==> config.mk <==
export PLATFORM = sky130hd
export DESIGN_NAME = nand_phy_ctl_io_sync_flat
export DESIGN_NICKNAME = d
export VERILOG_FILES = /design/src/rtl/nand_phy_ctl_io_sync_if.sv /design/src/rtl/nand_phy_ctl_io_sync.sv /design/src/flat_wrapper.sv
export SDC_FILE = /design/constraint.sdc
export NUM_CORES = 1
export LEC_CHECK = 0
export CAP_MARGIN = 15
export CORE_UTILIZATION = 33
export DETAILED_ROUTE_END_ITERATION = 8
export DONT_BUFFER_PORTS = 1
export PLACE_DENSITY = 0.51
export SLEW_MARGIN = 40
export SYNTH_ARGS = -nofsm -noshare
export SYNTH_HDL_FRONTEND = slang
export SYNTH_SLANG_ARGS = --single-unit
export TNS_END_PERCENT = 10
==> constraint.sdc <==
create_clock -name clk0 -period 2.6 [get_ports clk0]
set_input_delay 0.78 -clock clk0 [delete_from_list [all_inputs] [get_ports clk0]]
set_output_delay 0.78 -clock clk0 [all_outputs]
set_load 0.02 [all_outputs]
==> src/rtl/nand_phy_ctl_io_sync_if.sv <==
// NAND control-pin bundle: controller-side controls, package pins and the R/B# status back to the controller.
// master = controller/pin environment, slave = the IO stage.
interface nand_phy_ctl_io_sync_if #(
    parameter int CENS_PER_IO = 2,
    parameter int RBS_PER_IO  = 2
);
    logic                   ctrl_cle;
    logic                   ctrl_ale;
    logic                   ctrl_wrn;
    logic                   ctrl_wpn;
    logic [CENS_PER_IO-1:0] ctrl_cen;
    logic                   cle;
    logic                   ale;
    logic                   wrn;
    logic                   wpn;
    logic [CENS_PER_IO-1:0] cen;
    logic [RBS_PER_IO-1:0]  rb;
    logic [RBS_PER_IO-1:0]  ctrl_rb;
    logic [RBS_PER_IO-1:0]  ctrl_rb_rise;
    logic [RBS_PER_IO-1:0]  ctrl_rb_fall;

    modport master (
        output ctrl_cle, ctrl_ale, ctrl_wrn, ctrl_wpn, ctrl_cen, rb,
        input  cle, ale, wrn, wpn, cen, ctrl_rb, ctrl_rb_rise, ctrl_rb_fall
    );

    modport slave (
        input  ctrl_cle, ctrl_ale, ctrl_wrn, ctrl_wpn, ctrl_cen, rb,
        output cle, ale, wrn, wpn, cen, ctrl_rb, ctrl_rb_rise, ctrl_rb_fall
    );
endinterface

==> src/rtl/nand_phy_ctl_io_sync.sv <==
// NAND control-pin IO stage: registered CLE/ALE/WE#/WP#/CE# outputs and synchronised, glitch-filtered R/B# inputs.
// Latency: pins = ctrl_* delayed OUT_PIPE edges; R/B# = RB_SYNC_STAGES + RB_FILTER_CYCLES edges. No backpressure.
module nand_phy_ctl_io_sync #(
    parameter int CENS_PER_IO      = 2,
    parameter int RBS_PER_IO       = 2,
    parameter int OUT_PIPE         = 1,
    parameter int RB_SYNC_STAGES   = 2,
    parameter int RB_FILTER_CYCLES = 4
) (
    input  logic                    clk0,
    input  logic                    rst0_n,
    nand_phy_ctl_io_sync_if.slave   io
);
    typedef struct packed {
        logic                   cle;
        logic                   ale;
        logic                   wrn;
        logic                   wpn;
        logic [CENS_PER_IO-1:0] cen;
    } ctl_t;

    // Safe pin state: no command/address latch, no write strobe, write-protected, all chips deselected.
    localparam ctl_t CTL_RST = '{cle: 1'b0, ale: 1'b0, wrn: 1'b1, wpn: 1'b0, cen: {CENS_PER_IO{1'b1}}};

    localparam int CW = $clog2(RB_FILTER_CYCLES + 1);
    localparam logic [CW-1:0] CNT_LAST = CW'(RB_FILTER_CYCLES - 1);

    ctl_t                  pipe_q [OUT_PIPE];
    ctl_t                  pipe_d [OUT_PIPE];
    logic [RBS_PER_IO-1:0] sync_q [RB_SYNC_STAGES];
    logic [RBS_PER_IO-1:0] sync_d [RB_SYNC_STAGES];
    logic [CW-1:0]         cnt_q  [RBS_PER_IO];
    logic [CW-1:0]         cnt_d  [RBS_PER_IO];
    logic [RBS_PER_IO-1:0] rb_q, rb_d;
    logic [RBS_PER_IO-1:0] rise_q, rise_d;
    logic [RBS_PER_IO-1:0] fall_q, fall_d;
    logic [RBS_PER_IO-1:0] rb_s;

    // Last pipe entry drives the pins directly and is intended for the IOB flops.
    always_comb begin
        pipe_d[0] = '{cle: io.ctrl_cle, ale: io.ctrl_ale, wrn: io.ctrl_wrn,
                      wpn: io.ctrl_wpn, cen: io.ctrl_cen};
        for (int i = 1; i < OUT_PIPE; i++) begin
            pipe_d[i] = pipe_q[i-1];
        end
    end

    always_comb begin
        sync_d[0] = io.rb;
        for (int i = 1; i < RB_SYNC_STAGES; i++) begin
            sync_d[i] = sync_q[i-1];
        end
    end

    assign rb_s = sync_q[RB_SYNC_STAGES-1];

    // A new level is accepted only after persisting; returning to the accepted level drops the count.
    always_comb begin
        rb_d   = rb_q;
        rise_d = '0;
        fall_d = '0;
        cnt_d  = cnt_q;
        for (int b = 0; b < RBS_PER_IO; b++) begin
            if (rb_s[b] == rb_q[b]) begin
                cnt_d[b] = '0;
            end else if (cnt_q[b] == CNT_LAST) begin
                rb_d[b]   = rb_s[b];
                cnt_d[b]  = '0;
                rise_d[b] = rb_s[b];
                fall_d[b] = ~rb_s[b];
            end else begin
                cnt_d[b] = cnt_q[b] + CW'(1);
            end
        end
    end

    always_ff @(posedge clk0 or negedge rst0_n) begin
        if (!rst0_n) begin
            for (int i = 0; i < OUT_PIPE; i++) begin
                pipe_q[i] <= CTL_RST;
            end
            for (int i = 0; i < RB_SYNC_STAGES; i++) begin
                sync_q[i] <= '0;
            end
            for (int b = 0; b < RBS_PER_IO; b++) begin
                cnt_q[b] <= '0;
            end
            rb_q   <= '0;
            rise_q <= '0;
            fall_q <= '0;
        end else begin
            pipe_q <= pipe_d;
            sync_q <= sync_d;
            cnt_q  <= cnt_d;
            rb_q   <= rb_d;
            rise_q <= rise_d;
            fall_q <= fall_d;
        end
    end

    assign io.cle          = pipe_q[OUT_PIPE-1].cle;
    assign io.ale          = pipe_q[OUT_PIPE-1].ale;
    assign io.wrn          = pipe_q[OUT_PIPE-1].wrn;
    assign io.wpn          = pipe_q[OUT_PIPE-1].wpn;
    assign io.cen          = pipe_q[OUT_PIPE-1].cen;
    assign io.ctrl_rb      = rb_q;
    assign io.ctrl_rb_rise = rise_q;
    assign io.ctrl_rb_fall = fall_q;
endmodule

==> src/flat_wrapper.sv <==
// flat-port wrapper written by rule: the top's interface ports become plain ports
module nand_phy_ctl_io_sync_flat 
#(
    parameter int CENS_PER_IO      = 2,
    parameter int RBS_PER_IO       = 2,
    parameter int OUT_PIPE         = 1,
    parameter int RB_SYNC_STAGES   = 2,
    parameter int RB_FILTER_CYCLES = 4
)
  (clk0, rst0_n, io_ctrl_cle, io_ctrl_ale, io_ctrl_wrn, io_ctrl_wpn, io_ctrl_cen, io_rb, io_cle, io_ale, io_wrn, io_wpn, io_cen, io_ctrl_rb, io_ctrl_rb_rise, io_ctrl_rb_fall);
  nand_phy_ctl_io_sync_if #(.CENS_PER_IO(CENS_PER_IO), .RBS_PER_IO(RBS_PER_IO)) io_i ();
  input  logic clk0;
  input  logic rst0_n;
  input wire logic [$bits(io_i.ctrl_cle)-1:0] io_ctrl_cle;
  input wire logic [$bits(io_i.ctrl_ale)-1:0] io_ctrl_ale;
  input wire logic [$bits(io_i.ctrl_wrn)-1:0] io_ctrl_wrn;
  input wire logic [$bits(io_i.ctrl_wpn)-1:0] io_ctrl_wpn;
  input wire logic [$bits(io_i.ctrl_cen)-1:0] io_ctrl_cen;
  input wire logic [$bits(io_i.rb)-1:0] io_rb;
  output wire logic [$bits(io_i.cle)-1:0] io_cle;
  output wire logic [$bits(io_i.ale)-1:0] io_ale;
  output wire logic [$bits(io_i.wrn)-1:0] io_wrn;
  output wire logic [$bits(io_i.wpn)-1:0] io_wpn;
  output wire logic [$bits(io_i.cen)-1:0] io_cen;
  output wire logic [$bits(io_i.ctrl_rb)-1:0] io_ctrl_rb;
  output wire logic [$bits(io_i.ctrl_rb_rise)-1:0] io_ctrl_rb_rise;
  output wire logic [$bits(io_i.ctrl_rb_fall)-1:0] io_ctrl_rb_fall;
  assign io_i.ctrl_cle = io_ctrl_cle;
  assign io_i.ctrl_ale = io_ctrl_ale;
  assign io_i.ctrl_wrn = io_ctrl_wrn;
  assign io_i.ctrl_wpn = io_ctrl_wpn;
  assign io_i.ctrl_cen = io_ctrl_cen;
  assign io_i.rb = io_rb;
  assign io_cle = io_i.cle;
  assign io_ale = io_i.ale;
  assign io_wrn = io_i.wrn;
  assign io_wpn = io_i.wpn;
  assign io_cen = io_i.cen;
  assign io_ctrl_rb = io_i.ctrl_rb;
  assign io_ctrl_rb_rise = io_i.ctrl_rb_rise;
  assign io_ctrl_rb_fall = io_i.ctrl_rb_fall;
  nand_phy_ctl_io_sync #(.CENS_PER_IO(CENS_PER_IO), .RBS_PER_IO(RBS_PER_IO), .OUT_PIPE(OUT_PIPE), .RB_SYNC_STAGES(RB_SYNC_STAGES), .RB_FILTER_CYCLES(RB_FILTER_CYCLES)) u_core (.clk0(clk0), .rst0_n(rst0_n), .io(io_i));
endmodule
==> results.py <==
metrics = {
    "outcome": {
        "outcome": "finished clean",
    },
    "yosys": {
        "ys_warn_count": 0,
        "synth.cell_area_um2": 722,
        "yosys_register_bits": 22,
        "synthDistinctLibCells": 10,
        "syn_inst": 40,
        "syn-num-nets": 52,
        "syn_area_per_cell_um2": 18.0,
        "seq_area_frac_synth_pct": 76.8,
    },
    "placement": {
        "portBuffers": 0,
        "place_area_um2": 756,
        "place_congestion": 0.648,
        "place_ws_ns": 1.26,
    },
    "setup_path": {
        "crit_type": "register to output pin",
        "rrSetupSlack_ns": 1.40,
        "crit_path_end_kind": "output pin",
        "cp-start-kind": "register",
        "worstPathRequired_ns": 1.82,
        "arrival_ns": 0.89,
        "worstPathMaxFanout": 1,
    },
    "global_routing": {
        "grt_pass1_wl_um": 1730,
        "overflow": 0,
        "grtUsageTotal_pct": 9.91,
        "antenna_found_initial": 0,
        "grt_max_degree": 23,
        "first_global_vias": 351,
    },
    "sta": {
        "fin_crit_sh_pct": 64.2,
        "slew_headroom_pct": 79.2,
        "fmaxAchievable_ghz": 0.599,
        "rsz0062_at_grt": "false",
        "slew_violations": 0,
        "finalSetupTns_ns": 0,
        "final_period_minus_worst_setup_slack_ns": 1.67,
        "hold_viol": 0,
        "setup_viol": 0,
        "fin_skew_ns": 0.000816,
        "timing.final.ws_setup_ns": 0.932,
        "worst_slew_pin_slew_ns": 0.312,
    },
    "clock_tree": {
        "htreeDepth": 1,
        "clockBufferDepth": 2,
        "cts_resized": 0,
        "clock_latency_ns": 0.29,
        "ctsHoldBuffers": 0,
        "numCtsBuffers": 3,
        "cts_tree": "yes",
        "cts_root_buf": "clkbuf_4",
        "cts_sinks": 22,
        "clkSlewWorstSetupHoldPaths_ns": 0.11,
        "cts_setup_buffers": 0,
    },
    "layout": {
        "nets": 57,
        "drive_gt1_share_pct": 20.5,
        "final_common_cell": "dfrtp_1",
        "diodes": 0,
        "areaGrowthSynthToFinish_pct": 8.32,
        "design_area_um2": 782,
        "final_cell_mix": "dfrtp_1 (19), nor3b_1 (8), clkbuf_4 (3), dfstp_2 (3)",
    },
    "floorplan": {
        "core-area_um2": 2000,
        "fp.dieH_um": 48.8,
        "rows": 16,
        "start_util_pct": 36.1,
        "ios": 22,
        "die-area_um2": 2380,
        "fp.dieW_um": 48.8,
    },
    "detailed_routing": {
        "wl_per_cell_um": 14.1,
        "top_layer_used": "met3",
        "viasPerCell": 4.41,
        "drc_errors": 0,
        "drtIter0Drc": 1,
        "wl_um": 998,
        "vias": 313,
        "dr_wl_met3_um": 96,
        "met2_length_um": 542,
        "ant_nets": 0,
        "drtPass1Iterations": 2,
        "m1WireLength_um": 359,
    },
    "pwr": {
        "p_leak_uw": 0.000342,
        "powerDensity_nw_per_um2": 932,
        "ir_drop_mv": 0.381,
    },
    "run": {
        "maxCapViolCount": 0,
    },
    "worst_hold_path": {
        "min_path_type": "primary input to async pin",
    },
}
==> metrics by stage <==
| stage | std cells | total power (uW) | util (%) | hold slack [ns] |
|---|---|---|---|---|
| after global placement | 67 | 566 | 37.8 | 0.338 |
| after floorplan | 40 | 554 | - | 0.331 |
| final | 71 | 728 | 39.1 | 0.166 |
| after detailed placement | 67 | 590 | 37.8 | 0.336 |
| after CTS | 71 | 739 | 39.1 | 0.155 |
| after global routing | 71 | 773 | 39.1 | 0.128 |
==> report_power, final <==
group | internal [uW] | leakage, uW | switching (uW)
clock network | 59.6 | 0.0000150 | 89.2
registers | 396 | 0.000272 | 72.0
logic | 61.9 | 0.0000548 | 49.5
total | 518 | 0.000342 | 211
==> worst paths after layout <==
kind | startpoint | to | cells after the start
worst max-delay path | u_core.io.cen[0] | io_cen[0] | 0
worst min-delay path | rst0_n | u_core.sync_d[1] | 0
worst max register to register | u_core.cnt_q[3] | u_core.io.ctrl_rb[0] | 3
worst min register to register | u_core.sync_d[0] | u_core.rb_s[0] | 0
max in group asynchronous | rst0_n | u_core.io.cen[0] | 0
min in group clk0 | u_core.sync_d[0] | u_core.rb_s[0] | 0
==> synth_stat cells, drive strengths merged <==
library cell,n,area (um2)
ha,2,25.0
xnor2,2,17.5
dfstp,3,78.8
nor3b,8,60.1
nand2b,2,27.5
and3b,1,8.76
dfrtp,19,475
nor2b,1,6.26
mux2,2,22.5
==> cells by family after synthesis <==
family        share of synthesized area, %
xor+xnor                              2.43
fa+ha+maj                             3.47
flops                                 76.8
mux                                   3.12
simple gates                          14.2
==> registers in the layout, indices dropped and copies added, names as in the netlist <==
register,flops
u_core.cnt_q,6
u_core.io.cen,2
u_core.sync_d,2
u_core.io.ctrl_rb,2
u_core.io.ctrl_rb_fall,2
u_core.rb_s,2
u_core.io.wpn,1
u_core.io.ctrl_rb_rise,2
u_core.io.ale,1
u_core.io.cle,1
u_core.io.wrn,1
==> metal layers <==
metal | up-vias | global-route usage (%)
met1 | 155 | 10.1
li1 | 141 | -
met3 | 0 | 4.98
met5 | - | 0
met2 | 17 | 16.9
met4 | 0 | 4.41
==> final cells by class <==
type	instances	area, um2
Fill cell	186	1220
Sequential cell	22	554
Multi-Input combinational cell	18	168
Tap cell	27	33.8
Clock buffer	4	26.3
Note: power is estimated with default switching activity, not from simulation.
